## config.mk

```make
export PLATFORM = sky130hd
export DESIGN_NAME = emesh_acc_initiator
export DESIGN_NICKNAME = d
export VERILOG_FILES = /design/src/rtl/emesh_acc_initiator.sv
export SDC_FILE = /design/constraint.sdc
export NUM_CORES = 1
export LEC_CHECK = 0
export ABC_AREA = 1
export CELL_PAD_IN_SITES_DETAIL_PLACEMENT = 0
export CELL_PAD_IN_SITES_GLOBAL_PLACEMENT = 1
export CORE_AREA = 2 2 186 188
export CTS_CLUSTER_SIZE = 12
export DETAILED_ROUTE_END_ITERATION = 8
export DIE_AREA = 0 0 188 190
export PLACE_DENSITY = 0.81
export SLEW_MARGIN = 10
export SYNTH_ARGS = -nofsm -noshare
export SYNTH_HDL_FRONTEND = slang
export SYNTH_SLANG_ARGS = --single-unit
```

## constraint.sdc

```tcl
create_clock -name clk -period 3.7 [get_ports clk]
set_input_delay 0.37 -clock clk [delete_from_list [all_inputs] [get_ports clk]]
set_output_delay 0.37 -clock clk [all_outputs]
set_load 0.005 [all_outputs]
```

## src/rtl/emesh_acc_initiator.sv

```systemverilog
// emesh_acc_initiator: emesh master that writes four operands to the accelerator and reads back its result.
// Optional response watchdog is enabled by defining ACC_TIMEOUT_EN.
`ifndef EGROUP_MMR
`define EGROUP_MMR 4'hB
`endif
`ifndef REG_INPUT0
`define REG_INPUT0 6'd0
`endif
`ifndef REG_INPUT1
`define REG_INPUT1 6'd1
`endif
`ifndef REG_INPUT2
`define REG_INPUT2 6'd2
`endif
`ifndef REG_INPUT3
`define REG_INPUT3 6'd3
`endif
`ifndef REG_OUTPUT
`define REG_OUTPUT 6'd4
`endif

module emesh_acc_initiator #(
  parameter int AW = 32,
  parameter int PW = 2*AW+40,
  parameter logic [11:0] ID = 12'h810,
  parameter logic [3:0] GROUP = `EGROUP_MMR,
  parameter logic [AW-1:0] RADDR = '0,
  parameter int TIMEOUT = 256
) (
  input  logic          clk,
  input  logic          nreset,
  input  logic          start,
  input  logic [31:0]   op0,
  input  logic [31:0]   op1,
  input  logic [31:0]   op2,
  input  logic [31:0]   op3,
  output logic          busy,
  output logic          done,
  output logic          timeout,
  output logic [31:0]   result,
  output logic          m_wr_access,
  output logic [PW-1:0] m_wr_packet,
  input  logic          m_wr_wait,
  output logic          m_rd_access,
  output logic [PW-1:0] m_rd_packet,
  input  logic          m_rd_wait,
  input  logic          m_rr_access,
  input  logic [PW-1:0] m_rr_packet,
  output logic          m_rr_wait
);
  typedef enum logic [1:0] {IDLE, WRITE, READ, RESP} state_t;
  state_t state_q, state_d;
  logic [1:0] idx_q, idx_d;
  logic [3:0][31:0] op_q, op_d;
  logic busy_q, busy_d, done_q, done_d, wr_q, wr_d, rd_q, rd_d;
  logic [31:0] result_q, result_d;
  logic [5:0] wr_reg;
  logic unused_ok;
`ifdef ACC_TIMEOUT_EN
  localparam int CW = $clog2(TIMEOUT+1);
  logic [CW-1:0] cnt_q, cnt_d;
  logic timeout_q, timeout_d;
  assign timeout = timeout_q;
`else
  assign timeout = 1'b0;
`endif

  function automatic logic [31:0] reg_addr(input logic [5:0] r);
    return {ID, GROUP, 8'h00, r, 2'b00};
  endfunction

  always_comb wr_reg = idx_q == 2'd0 ? `REG_INPUT0 : idx_q == 2'd1 ? `REG_INPUT1 :
                       idx_q == 2'd2 ? `REG_INPUT2 : `REG_INPUT3;

  // Standard emesh layout: {srcaddr, data, dstaddr, ctrlmode, datamode, write}
  assign m_wr_packet = {{AW{1'b0}}, op_q[idx_q], reg_addr(wr_reg), 5'b0, 2'b10, 1'b1};
  assign m_rd_packet = {RADDR, 32'h0, reg_addr(`REG_OUTPUT), 5'b0, 2'b10, 1'b0};
  assign m_wr_access = wr_q;
  assign m_rd_access = rd_q;
  assign m_rr_wait   = 1'b0;
  assign busy        = busy_q;
  assign done        = done_q;
  assign result      = result_q;
  assign unused_ok   = ^{m_rr_packet[PW-1:72], m_rr_packet[39:0], TIMEOUT[0]};

  always_comb begin
    state_d  = state_q;
    idx_d    = idx_q;
    op_d     = op_q;
    busy_d   = busy_q;
    done_d   = 1'b0;
    wr_d     = wr_q;
    rd_d     = rd_q;
    result_d = result_q;
`ifdef ACC_TIMEOUT_EN
    cnt_d     = state_q == RESP ? cnt_q + 1'b1 : '0;
    timeout_d = 1'b0;
`endif
    case (state_q)
      // A start coinciding with the done pulse is dropped
      IDLE: if (start && !done_q) begin
        op_d    = {op3, op2, op1, op0};
        busy_d  = 1'b1;
        wr_d    = 1'b1;
        idx_d   = 2'd0;
        state_d = WRITE;
      end
      WRITE: if (!m_wr_wait) begin
        idx_d = idx_q + 2'd1;
        if (idx_q == 2'd3) begin
          wr_d    = 1'b0;
          rd_d    = 1'b1;
          state_d = READ;
        end
      end
      READ: if (!m_rd_wait) begin
        rd_d    = 1'b0;
        state_d = RESP;
      end
      RESP: if (m_rr_access) begin
        result_d = m_rr_packet[71:40];
        done_d   = 1'b1;
        busy_d   = 1'b0;
        state_d  = IDLE;
      end
`ifdef ACC_TIMEOUT_EN
      else if (cnt_q == CW'(TIMEOUT-1)) begin
        done_d    = 1'b1;
        timeout_d = 1'b1;
        busy_d    = 1'b0;
        state_d   = IDLE;
      end
`endif
      default: state_d = IDLE;
    endcase
  end

  always_ff @(posedge clk) begin
    if (!nreset) begin
      state_q  <= IDLE;
      idx_q    <= '0;
      op_q     <= '0;
      busy_q   <= 1'b0;
      done_q   <= 1'b0;
      wr_q     <= 1'b0;
      rd_q     <= 1'b0;
      result_q <= '0;
`ifdef ACC_TIMEOUT_EN
      cnt_q     <= '0;
      timeout_q <= 1'b0;
`endif
    end else begin
      state_q  <= state_d;
      idx_q    <= idx_d;
      op_q     <= op_d;
      busy_q   <= busy_d;
      done_q   <= done_d;
      wr_q     <= wr_d;
      rd_q     <= rd_d;
      result_q <= result_d;
`ifdef ACC_TIMEOUT_EN
      cnt_q     <= cnt_d;
      timeout_q <= timeout_d;
`endif
    end
  end
endmodule

```

# After elaboration in Yosys (flattened, before gate mapping)
# Index checks and enable logic that the tools add are counted.
[word_totals] n_memories=0 rom_bits=0 latch_bits=0 mem_bits_rw=0 in_bits=238 register_bits=168
[op_classes] n_eq_ne=11 bitwise=0 addsub=1 order_cmp=1 div=0 reduce_logical=15 muxes=25 n_mul=0 n_shift=0
[op_table] cell="binary-select mux 32 bit (select 2 bit)" n=1
[op_table] cell="2-to-1 mux 32 bit" n=1
[op_table] cell="2-to-1 mux 2 bit" n=9
[op_table] cell="inequality test 2 bit, second input constant" n=5
[op_table] cell="2-to-1 mux 1 bit" n=9
[op_table] cell="== test 2 bit, second input constant" n=4
[op_table] cell="case mux 2 bit (4 select lines)" n=1
[op_table] cell="AND reduction 4 bit" n=2
[op_table] cell="case mux 1 bit (2 select lines)" n=3
[op_table] cell="AND reduction 2 bit" n=3
[op_table] cell="AND reduction 3 bit" n=2
[op_table] cell="nonzero test 2 bit" n=3
[op_table] cell="AND reduction 5 bit" n=1
[op_table] cell="== test 2 x 1 -> 1 bit, second input constant" n=2
[op_table] cell="logical NOT 2 bit" n=2
[op_table] cell="case mux 2 bit (2 select lines)" n=1
[op_table] cell="< comparator 2 x 3 -> 1 bit, second input constant" n=1
[op_table] cell="adder 2 x 1 -> 2 bit, second input constant" n=1
[op_table] cell="logical AND 1 bit" n=1
[op_table] cell="logical NOT 1 bit" n=1

# Longest topological paths before layout
[depth] depth_word=4 ltp_mapped=9

# Worst setup path after synthesis
# Ideal clock, no wire load.
[synth_path] path_type="flip-flop to output port" start="register idx_q[0]" end="output port m_wr_packet[11]" n_path_buf=3 stages_incl_launch_ff=7 t_required_ps=3330 t_arrival_ps=1243 path_slack_ps=2087 cell_sequence="dfxtp_1 buf_2 inv_1 buf_4 buf_2 ha_1 nor2_1"
[synth_via] elab_chain_len=3 elab_cells_between_ends=4 cone_classes="1 x eq/ne; 2 x mux; 1 x reduce/logical"
[synth_lines] element="start, declared" line_no="53" rtl="logic [1:0] idx_q, idx_d;"
[synth_lines] element="start signal, assigned" line_no="154" rtl="idx_q <= idx_d;"
[synth_lines] element="== test 2 x 1 -> 1 bit" line_no="72" rtl="always_comb wr_reg = idx_q == 2'd0 ? `REG_INPUT0 : idx_q == 2'd1 ? `REG_INPUT1 :"
[synth_lines] element="2-to-1 mux 2 bit (no line)"
[synth_lines] element="2-to-1 mux 2 bit (no line) (*)"
[synth_lines] element="end, declared" line_no="42" rtl="output logic [PW-1:0] m_wr_packet,"
# Every way passes the cells marked *; elsewhere a longest branch is shown, timed or not.

# Worst setup path after layout
[layout_path] start="register idx_q[0]" end="output port m_wr_packet[58]"
[layout_via] elab_chain_len=2
[layout_lines] element="binary-select mux 32 bit (select 2 bit)" line_no="76" rtl="assign m_wr_packet = {{AW{1'b0}}, op_q[idx_q], reg_addr(wr_reg), 5'b0, 2'b10, 1'b1};"
[layout_lines] element="2-to-1 mux 32 bit (not written as such)" line_no="76"
# Every way passes these cells. The select of a mux whose other input is x is not followed.

==> impl_results.md <==
- Status: finished clean
- Gr usage total: 0.132
- Clock power frac: 0.304
- Via Count: ~7400
- Pwr Total: ~6.6 mW
- Die Width: between 150 and 200 um
- Final setup viols: 0
- Clock Sinks: approximately 170
- Syn. warnings: 0
- Die area: around 36000 sq um
- Syn Area/Cell: around 7.3 sq um
- Number of CTS-inserted buffers: 17
- Max stage delay on crit path: approximately 0.56 ns
- Slowest cell on the critical path: clkdlybuf4s50_1
- Yosys cell types: 21
- Placed Area: 10200 sq um
- Initial Util: 0.245
- Row cnt: 68
- Post-CTS setup buffers: 0
- Max clock buf depth: 2
- GPL Wtd Cong: 0.777
- Seq pwr share: 0.372
- Post-CTS sizing: 0
- Core Util, Final: 0.319
- Dpl hpwl: 15.9 mm
- Crit path max-delay family: buffers and inverters
- Via density: between 4 and 5
- Final wirelength: 24.1 mm
- Die Span Y: 190 um
- Fin crit period: ~2.9 ns
- Slew @ Worst Pin: 0.982 ns
- Synthesized instance count: 1131
- Net switching power: approximately 2.3 mW
- Drt initial violations: between 300 and 400
- ANT cells: 0
- Cell area after layout: 10800 sq um
- Crit path kind: reg -> out
- Htree depth: 4
- Hold WC Path Type: reg -> reg
- CTS tree: done
- Crit path arrival time: roughly 2.5 ns
- Pleak: 4.59 nW
- Layout cell share with drive strength beyond 1: 0.0375
- Post-synth ARST share: 0
- CP Launch Type: flip-flop
- Number of flops mapped to enable cells by yosys: 0
- Mapped cell area: 8300 sq um
- Post-Synth XOR/XNOR Area: 0
- Total gr overflow: 0
- Max IR drop VDD: approximately 0.00032 V
- Syn-to-layout area delta: 30.3%
- Post-synthesis sequential area ratio: 0.405
- Clock slew at reported path FFs: 0.07 ns
- Number of port buffers: 235
- Final period util: 0.787
- Pin count of the biggest net entering global routing: 104
- R2R setup slack: 1.19 ns
- Num ports: 484
- Comb power frac: 0.324
- RSZ-0062 raised after global routing: false
- Setup TNS: 0 ns
- R2R depth: 8
- Final Max Tran Viols: 0
- Antenna violations before repair: 0
- Post-synthesis mux area share: 0
- Hold_buf cts: 0
- CP bufs+invs: 3
- Top FF cell, synth: dfxtp_1
- DRT antenna net count: 0
- DRC viols: 0
- Vias in the first global route: 6843
- CTS Root Cell: clkbuf_16
- Max Freq: 344 MHz
- CP Max Fanout: 32
- Final Skew: between 0.01 and 0.015 ns
- Place WS: 1.01 ns
- Crit path cell chain: inv_2 > buf_4 > o21ai_0 > o22ai_1 > clkdlybuf4s50_1
- Drt wl/cell: 13.5 um
- Compound-Gate Fraction of Synth Area: 0.164
- Post-synthesis simple-gate area fraction: 0.194
- Max-cap violations: 0
- Detailed Routing Iterations Pass 1: 4
- Int Pwr: ~4.3 mW
- Setup WS post-layout: 0.789 ns
- Max-slew headroom: 0.344
- Nets: 1568
- CP required: approximately 3.3 ns
- Switch share: 0.345
- Clk Latency, worst-skew pair: 0.45 ns
- Power Dens Cells: 608 nW/um^2
- Largest family of logic cells by synthesized area: buffers and inverters
- Core Box Area: 33900 sq um
- First-pass GRT wire length: around 37 mm
- Hold depth: 2
- Yosys reg bits: 168
- Adder-cell share of the synthesized area: 0.0121
- Levels on crit path: 5
- Fin. Hold Viols: 0
- Critical path capture point type: output port
-- layer usage --
| metal | up-vias | global-route usage | wire length, um |
|---|---|---|---|
| met1 | 3351 | 0.163 | 10800 |
| met4 | 0 | 0.0436 | 425 |
| met5 | - | 0 | 0 |
| met2 | 316 | 0.212 | 11000 |
| met3 | 24 | 0.0480 | 1890 |
| li1 | 3673 | - | - |
-- cell usage in the layout, fill, tap and decap left out, drive strengths merged --
cell	instances
nor2	396
clkdlybuf4s50	234
o21ai	224
conb	176
dfxtp	168
o22ai	32
inv	24
nand2	22
clkbuf	17
buf	12
ha	8
a21oi	6
nand3	5
bufinv	4
nand4	2
clkinvlp	2
clkinv	2
o211ai	1
-- per-stage QoR --
step	instances	hold slack, ns
floorplan	1305	0.437
global placement	1758	0.438
detailed placement	1758	0.441
CTS	1790	0.458
global route	1790	0.484
finish	1790	0.455
-- Yosys cell counts, types with 5 or more instances --
cell | count | area, sq um
o21ai_1 | 28 | 140
buf_6 | 25 | 282
nand3_1 | 5 | 25.0
nand2_1 | 22 | 82.6
buf_4 | 177 | 1330
buf_2 | 7 | 35.0
o22ai_1 | 32 | 200
inv_1 | 15 | 56.3
dfxtp_1 | 168 | 3360
nor2_1 | 395 | 1480
a21oi_1 | 6 | 30.0
o21ai_0 | 196 | 981
clkbuf_1 | 37 | 139
ha_1 | 8 | 100
-- cells by family (layout without fill, tap and decap cells) --
logic type / after synthesis / count (layout)
buffers and inverters: 265 / 295
adder cells (fa/ha/maj): 8 / 8
AO/OA/AOI/OAI: 263 / 263
flip-flops: 168 / 168
other: 2 / 176
AND/OR/NAND/NOR: 425 / 425
-- flip-flops by register name, indices dropped and copies added, names as in the netlist --
signal,count
m_wr_access,1
idx_q,2
busy,1
result,32
done,1
op_q,128
m_rd_access,1
state_q,2
-- worst reg2reg max path, delay by kind of cell, from the launching register on --
kind                     cells  cell delay [ns]
buffers and inverters        4             1.00
AND/OR/NAND/NOR              3             0.79
flip-flops                   1             0.35
adder cells (fa/ha/maj)      1             0.27
-- power groups by stage --
| stage | logic, mW | registers (mW) | clock network [mW] |
|---|---|---|---|
| 3_5_place_dp | 2.14 | 2.48 | 0 |
| 3_3_place_gp | 2.12 | 2.47 | 0 |
| 5_1_grt | 2.42 | 2.49 | 2.13 |
| 2_1_floorplan | 1.56 | 2.43 | 0 |
| 4_1_cts | 2.16 | 2.44 | 2.05 |
| 6_report | 2.13 | 2.45 | 2.00 |
-- path summary, 6_finish.rpt --
| check | startpoint | to |
|---|---|---|
| max | idx_q[0] | m_wr_packet[58] |
| min | m_rd_access | m_rd_access |
| max reg2reg | state_q[0] | op_q[74] |
| min reg2reg | m_rd_access | m_rd_access |
-- cell type report --
class | instances | area [sq um]
Clock buffer | 17 | 425
Clock inverter | 15 | 213
Fill cell | 3692 | 23100
Inverter | 17 | 66.3
Multi-Input combinational cell | 872 | 3730
Sequential cell | 168 | 3370
Tap cell | 455 | 569
Timing Repair Buffer | 246 | 2440
No activity file was read; power rests on OpenSTA's default activity.
